==> config.mk <==
export PLATFORM = sky130hd
export DESIGN_NAME = fetch_sequencer
export DESIGN_NICKNAME = d
export VERILOG_FILES = /design/src/rtl/fetch_sequencer.sv
export SDC_FILE = /design/constraint.sdc
export NUM_CORES = 1
export LEC_CHECK = 0
export ABC_AREA = 1
export ABC_CLOCK_PERIOD_IN_PS = 1600
export CAP_MARGIN = 5
export CORE_MARGIN = 10
export CORE_UTILIZATION = 30
export CTS_BUF_LIST = sky130_fd_sc_hd__clkbuf_4 sky130_fd_sc_hd__clkbuf_8
export DETAILED_ROUTE_END_ITERATION = 6
export GPL_ROUTABILITY_DRIVEN = 0
export SLEW_MARGIN = 25
export SYNTH_ARGS = -nofsm -noshare
export SYNTH_HDL_FRONTEND = slang
export SYNTH_SLANG_ARGS = --single-unit
==> constraint.sdc <==
create_clock -name clk -period 1.6 [get_ports clk]
set_input_delay 0.24 -clock clk [delete_from_list [all_inputs] [get_ports clk]]
set_output_delay 0.24 -clock clk [all_outputs]
set_load 0.01 [all_outputs]
==> src/rtl/fetch_sequencer.sv <==
// fetch_sequencer: instruction-fetch control. Arbitrates between a branch
// redirect, a load-use stall, ID-stage redirects (return, jump, call) and
// sequential fetch. It drives the PC source select, the write enables and the
// flush lines, and keeps the redirect and stall counters.
// Optional return-address stack: define FETCH_SEQ_RAS_EN to enable it.
module fetch_sequencer #(
  parameter int unsigned RAS_DEPTH = 4
) (
  input  logic        clk,
  input  logic        rst_n,
  input  logic        stall,
  input  logic        branch_req,
  input  logic        jump_req,
  input  logic        call_req,
  input  logic [15:0] call_link,
  input  logic        ret_req,
  input  logic [15:0] ret_addr,
  output logic [1:0]  pc_src,
  output logic [15:0] return_address,
  output logic        pc_write,
  output logic        ifid_write,
  output logic        if_flush,
  output logic        id_flush,
  output logic [15:0] redirect_count,
  output logic [15:0] stall_count
);

  typedef enum logic [1:0] {RUN, STALL, SHADOW} state_e;

  state_e      state_q, state_d;
  logic [15:0] redirect_q, redirect_d;
  logic [15:0] stall_cnt_q, stall_cnt_d;

  logic take_branch, take_stall, take_ret, take_jump, take_call, id_ok;

  // Resolve the priority order into one-hot decisions for this cycle
  always_comb begin
    take_branch = branch_req;
    take_stall  = !branch_req && stall;
    // In SHADOW the ID stage holds a flushed bubble, so its requests are void
    id_ok       = (state_q != SHADOW) && !branch_req && !stall;
    take_ret    = id_ok && ret_req;
    take_jump   = id_ok && !ret_req && (jump_req || call_req);
    take_call   = id_ok && !ret_req && call_req;
  end

  // Next state and control outputs; reset forces the sequential-fetch values
  always_comb begin
    state_d    = RUN;
    pc_src     = 2'b00;
    pc_write   = 1'b1;
    ifid_write = 1'b1;
    if_flush   = 1'b0;
    id_flush   = 1'b0;
    if (take_branch) begin
      state_d  = SHADOW;
      pc_src   = 2'b10;
      if_flush = 1'b1;
      id_flush = 1'b1;
    end else if (take_stall) begin
      state_d    = STALL;
      pc_write   = 1'b0;
      ifid_write = 1'b0;
      id_flush   = 1'b1;
    end else if (take_ret) begin
      pc_src   = 2'b11;
      if_flush = 1'b1;
    end else if (take_jump) begin
      pc_src   = 2'b01;
      if_flush = 1'b1;
    end
    if (!rst_n) begin
      pc_src     = 2'b00;
      pc_write   = 1'b1;
      ifid_write = 1'b1;
      if_flush   = 1'b0;
      id_flush   = 1'b0;
    end
  end

  // Counter next values: redirects wrap, stall cycles saturate
  always_comb begin
    redirect_d  = redirect_q;
    stall_cnt_d = stall_cnt_q;
    if (take_branch || take_ret || take_jump) begin
      redirect_d = redirect_q + 16'd1;
    end
    if (take_stall && (stall_cnt_q != '1)) begin
      stall_cnt_d = stall_cnt_q + 16'd1;
    end
  end

  // FSM state and counter registers
  always_ff @(posedge clk or negedge rst_n) begin
    if (!rst_n) begin
      state_q     <= RUN;
      redirect_q  <= '0;
      stall_cnt_q <= '0;
    end else begin
      state_q     <= state_d;
      redirect_q  <= redirect_d;
      stall_cnt_q <= stall_cnt_d;
    end
  end

  assign redirect_count = redirect_q;
  assign stall_count    = stall_cnt_q;

`ifdef FETCH_SEQ_RAS_EN
  localparam int unsigned PTR_W = (RAS_DEPTH > 1) ? $clog2(RAS_DEPTH) : 1;
  localparam int unsigned CNT_W = PTR_W + 1;

  logic [15:0]      ras_q [RAS_DEPTH];
  logic [PTR_W-1:0] sp_q, sp_d, top_idx;
  logic [CNT_W-1:0] cnt_q, cnt_d;
  logic             ras_empty;

  assign top_idx   = sp_q - 1'b1;
  assign ras_empty = (cnt_q == '0);

  // Top of stack when populated, otherwise the register-file value
  always_comb begin
    return_address = ret_addr;
    if (!ras_empty) begin
      return_address = ras_q[top_idx];
    end
  end

  // Stack pointer and occupancy; the pointer wraps and occupancy saturates so
  // a push into a full stack silently replaces the oldest entry
  always_comb begin
    sp_d  = sp_q;
    cnt_d = cnt_q;
    if (take_call) begin
      sp_d = sp_q + 1'b1;
      if (cnt_q != CNT_W'(RAS_DEPTH)) begin
        cnt_d = cnt_q + 1'b1;
      end
    end else if (take_ret) begin
      if (cnt_q <= CNT_W'(1)) begin
        sp_d  = '0;
        cnt_d = '0;
      end else begin
        sp_d  = top_idx;
        cnt_d = cnt_q - 1'b1;
      end
    end
  end

  // Stack pointer registers
  always_ff @(posedge clk or negedge rst_n) begin
    if (!rst_n) begin
      sp_q  <= '0;
      cnt_q <= '0;
    end else begin
      sp_q  <= sp_d;
      cnt_q <= cnt_d;
    end
  end

  // Stack storage; contents need no reset because occupancy gates their use
  always_ff @(posedge clk) begin
    if (rst_n && take_call) begin
      ras_q[sp_q] <= call_link;
    end
  end
`else
  logic unused_ras;

  assign unused_ras     = ^{call_link, take_call, 16'(RAS_DEPTH)};
  assign return_address = ret_addr;
`endif

endmodule

* Word level (Yosys, flattened, before mapping)
Cells that the tools add are included.
** Storage, ports and cells
- Bits in read-only memories :: 0
- Word-level logic and storage cells :: 38
- Memories kept :: 0
- Memory bits (writable) :: 0
- Latch bits :: 0
- Register bits :: 34
- Bits of input ports :: 39
** Operators by class
- $add $sub $neg :: 2
- Shift operators :: 0
- Div/mod/pow operators :: 0
- Magnitude comparators :: 0
- Equal/unequal tests :: 2
- Multipliers :: 0
- Muxes and demuxes :: 18
- Bitwise gates (word level) :: 0
- Reductions and logical operators :: 13
** Operator list (number)
- 16-bit by 1-bit adder with 16-bit output, second input constant :: 2
- 16-bit != test, second input constant :: 1
- 1-bit two-way mux :: 13
- 2-bit two-way mux :: 5
- 1-bit logical AND :: 7
- 1-bit logical NOT :: 3
- 1-bit logical OR :: 3
- 2-bit != test, second input constant :: 1

* Logic depth before layout (Yosys ltp)
- Depth after elaboration :: 10
- Mapped depth :: 9
- Gate-level depth less buffers :: 9

* Worst setup path after synthesis
No wires, ideal clock.
- Path type :: register to register
- Start point :: register stall_cnt_q[1], in the netlist stall_count[1]
- End point :: register stall_cnt_q[10], in the netlist stall_count[10]
- Cell stages (with the launch flop) :: 9
- Setup time :: 0.116 ns
- Arrival time :: 1.314 ns
- Path buffers :: 1
- Path slack :: 0.169 ns
- Period minus slack after synthesis :: 1.431 ns
- Path through :: dfrtp_1 -> ha_1 -> nand3_2 -> inv_2 -> nand2_2 -> o21a_1 -> buf_6 -> nand2_1 -> nand2_1
** On the way
- Longest elaborated chain between the ends :: 2
** Ends and longest elaborated chain
- from (decl) :: RTL line 32 : logic [15:0] stall_cnt_q, stall_cnt_d;
- from (signal assigned) :: RTL line 102 : stall_cnt_q <= stall_cnt_d;
- branches (longest 2 deep; another with 16-bit by 1-bit adder with 16-bit output)
Parallel ways; which one is timed is not known.
A chain may end at the register's enable or synchronous reset.

* Worst setup path after layout
- Start point :: input port stall
- End point :: output port pc_src[1]
** On the way
- Longest elaborated chain between the ends :: 7
** Ends and longest elaborated chain
- from (decl) :: RTL line 11 : input logic stall,
- 1-bit logical NOT :: RTL line 41 : id_ok = (state_q != SHADOW) && !branch_req && !stall;
- 1-bit logical AND :: RTL line 41
- 1-bit logical AND :: RTL line 42 : take_ret = id_ok && ret_req;
- 2-bit two-way mux :: RTL line 65 : end else if (take_ret) begin
- 2-bit two-way mux (*) :: RTL line 60 : end else if (take_stall) begin
- 2-bit two-way mux (*) :: RTL line 55 : if (take_branch) begin
- 2-bit two-way mux (*) :: RTL line 72 : if (!rst_n) begin
- to (decl) :: RTL line 18 : output logic [1:0] pc_src,
Every way passes the cells marked *; elsewhere a longest branch is shown, timed or not.

==> metrics.csv <==
metric,value,unit
vdd.ir_drop.worst,0.458,mV
start_util,31.2,%
final_cell_mix,"108 x sky130_fd_sc_hd__nand2_1, 32 x sky130_fd_sc_hd__clkdlybuf4s50_1, 31 x sky130_fd_sc_hd__nor2_1",
drtPass1Iterations,4,
clockRootBuffer,sky130_fd_sc_hd__clkbuf_8,
die_y,105,µm
post-route-period-util,98.4,%
worstPathArrival,1330,ps
post-dp-hpwl,4180,µm
p_switching,926,µW
p_sw_share,33.4,%
post_synth_fa_ha_maj_area_fraction,1.17,%
grt_setup_unrepaired,no,
synth-edff-count,0,
finalSetupTns,0,ps
initial_antenna_violation_count,0,
crit_required,1360,ps
worst_slew_pin_slew,348,ps
leakagePower,1.30,nW
share_seq_of_total_power,44.1,%
worst_r2r_endpoint,stall_count[9],
timing.reg2reg.setup_slack,190,ps
pre_cts_slack,-304,ps
vias_per_cell,4.39,
drc,0,
global_route_wire_length_before_repair,9380,µm
worstSkewPairLatency,290,ps
ant_nets,0,
synth_xor_xnor_area_share,6.94,%
clk_pin_slew_worst_paths,80,ps
comb_power_share,31.5,%
vias,1929,
synth_mux_area_share,0,%
timing_hold_violations_final,0,
synth_top_family_by_area,simple AND/OR/NAND/NOR gates,
detail_route.wirelength,5380,µm
dieWidth,105,µm
first_global_vias,2006,
dominantRegCellSynth,sky130_fd_sc_hd__dfrtp_1,
power_report.internal_total,1.85,mW
die_footprint,10900,µm²
fp-row-count,30,
synth-async-reset-ratio,100,%
most_frequent_standard_cell_in_the_layout_excluding_fill_and_tap_cells,sky130_fd_sc_hd__nand2_1,
synth-seq-area-share,39.7,%
routed_wire_length_per_instance,12.3,µm
yosys.cell_types.count,25,
design.core.area,6870,µm²
synthToLayoutAreaGrowth,31.2,%
relSlewSlack,76.8,%
synth_area_in_compound_gates,3.15,%
status,"finished, final reports clean",
htree_num_levels,2,
netlist_area,2140,µm²
num-nets-final,383,
boundaryPins,93,
final_total_pwr,2.77,mW
drt_iter0_markers,50,
netlist_instances,294,
layout-drive-gt1-share,15.7,%
worstHoldPathType,primary input to async pin,
synth_simple_gate_area_share,36.7,%
timing.final.setup_violations,0,
remaining_global_route_overflow,0,
clock_sink_count,34,
ys_ff_latch,34,
path_max_fanout,3,
worst_r2r_startpoint,stall_count[0],
startpoint_types,primary input,
fmaxAchievable,0.635,GHz
global_router_s_overall_resource_usage,10.2,%
layout_min_cycle_time,1570,ps
tritoncts,built,
postLayoutSetupSlackWorst,25.9,ps
fin_skew,8.79,ps
setup.worst_path.end_class,primary output,
synth_nets,335,
holdWs,37.1,ps
port-buffer-count,44,
final_max_slew_viol_count,0,
antenna_cells_inserted,0,
clock_path_buffers,2,
total_of_max_cap_violations,0,
cts_buffers,5,
worstRegToRegCells,8,
critPathKind,primary input to primary output,
synth.avg_cell_area,7.29,µm²
grt_max_degree,28,
yosysWarningCount,0,
pwr-share-clk,24.4,%
p_per_area,985,nW/µm²
final_core_utilization,41.0,%
kinds of logic after synthesis:
family                   after synthesis
flip-flops                            34
AND/OR/NAND/NOR                      179
adder cells (fa/ha/maj)                2
buffers and inverters                 49
AO/OA/AOI/OAI                         13
XOR/XNOR                              17
power by group through the flow:
stage | Clock, mW | Sequential (mW) | Combinational, mW
after floorplan | 0 | 1.27 | 0.383
after CTS | 0.704 | 1.22 | 0.899
final | 0.678 | 1.22 | 0.873
after global routing | 0.732 | 1.26 | 0.989
after detailed placement | 0 | 1.23 | 0.898
after global placement | 0 | 1.23 | 0.887
per-layer routing:
| layer | GRT usage (%) | up-vias | part of all wire, % |
|---|---|---|---|
| li1 | - | 990 | - |
| met1 | 11.6 | 867 | 43 |
| met2 | 16.9 | 63 | 47 |
| met3 | 4.55 | 9 | 8.6 |
| met4 | 2.78 | 0 | 1.1 |
| met5 | 0 | - | 0 |
cell usage after synthesis, types with 3 or more instances:
library cell	instances	share of area (%)
sky130_fd_sc_hd__buf_4	17	6.0
sky130_fd_sc_hd__dfrtp_1	34	40
sky130_fd_sc_hd__inv_1	27	4.7
sky130_fd_sc_hd__nand2_1	108	19
sky130_fd_sc_hd__nand2_2	3	0.88
sky130_fd_sc_hd__nand3_1	16	3.7
sky130_fd_sc_hd__nand4_1	10	2.9
sky130_fd_sc_hd__nor2_1	32	5.6
sky130_fd_sc_hd__nor2_2	3	0.88
sky130_fd_sc_hd__o21ai_0	9	2.1
sky130_fd_sc_hd__xnor2_1	14	5.7
sky130_fd_sc_hd__xor2_1	3	1.2
stage by stage:
| stage | instance area [µm²] | instances |
|---|---|---|
| 2_1_floorplan | 2140 | 294 |
| 3_3_place_gp | 2690 | 429 |
| 3_5_place_dp | 2690 | 429 |
| 4_1_cts | 2790 | 439 |
| 5_1_grt | 2810 | 439 |
| 6_report | 2810 | 439 |
critical path, cell delays in order:
cell and delay (ps):
sky130_fd_sc_hd__clkdlybuf4s50_1 430, sky130_fd_sc_hd__nor2_2 170, sky130_fd_sc_hd__nand3_1 100, sky130_fd_sc_hd__a21oi_1 150, sky130_fd_sc_hd__clkdlybuf4s15_2 240
flip-flops by register name, indices dropped and copies added (netlist names):
register        flops
redirect_count     16
stall_count        16
state_q             2
timing repair:
item | in CTS | in global routing
endpoints found under the setup margin | 9 | 18
hold buffers | 1 | 0
cloned | 0 | 0
hold endpoints to repair | 7 | 0
buffers inserted | 1 | 0
gates resized for setup | 14 | 16
pin swaps | 1 | 1
final cells by class:
class	count	area, µm²
Clock inverter	2	12.5
Clock buffer	6	82.6
Timing Repair Buffer	62	598
Sequential cell	34	865
Multi-Input combinational cell	211	1030
Inverter	28	105
Fill cell	718	4060
Tap cell	96	120
worst max path at each step:
| stage | startpoint | slack [ps] | cells past startpoint | end |
|---|---|---|---|---|
| 6_report | stall | 30 | 5 | pc_src[1] |
| 3_3_place_gp | stall | -270 | 5 | if_flush |
| 3_5_place_dp | branch_req | -300 | 5 | if_flush |
| 5_1_grt | stall | 2 | 5 | pc_src[1] |
| 2_1_floorplan | stall_count[1] | 170 | 8 | stall_count[10] |
| 4_1_cts | branch_req | 7 | 5 | pc_src[1] |
No activity file was read; power rests on OpenSTA's default activity.
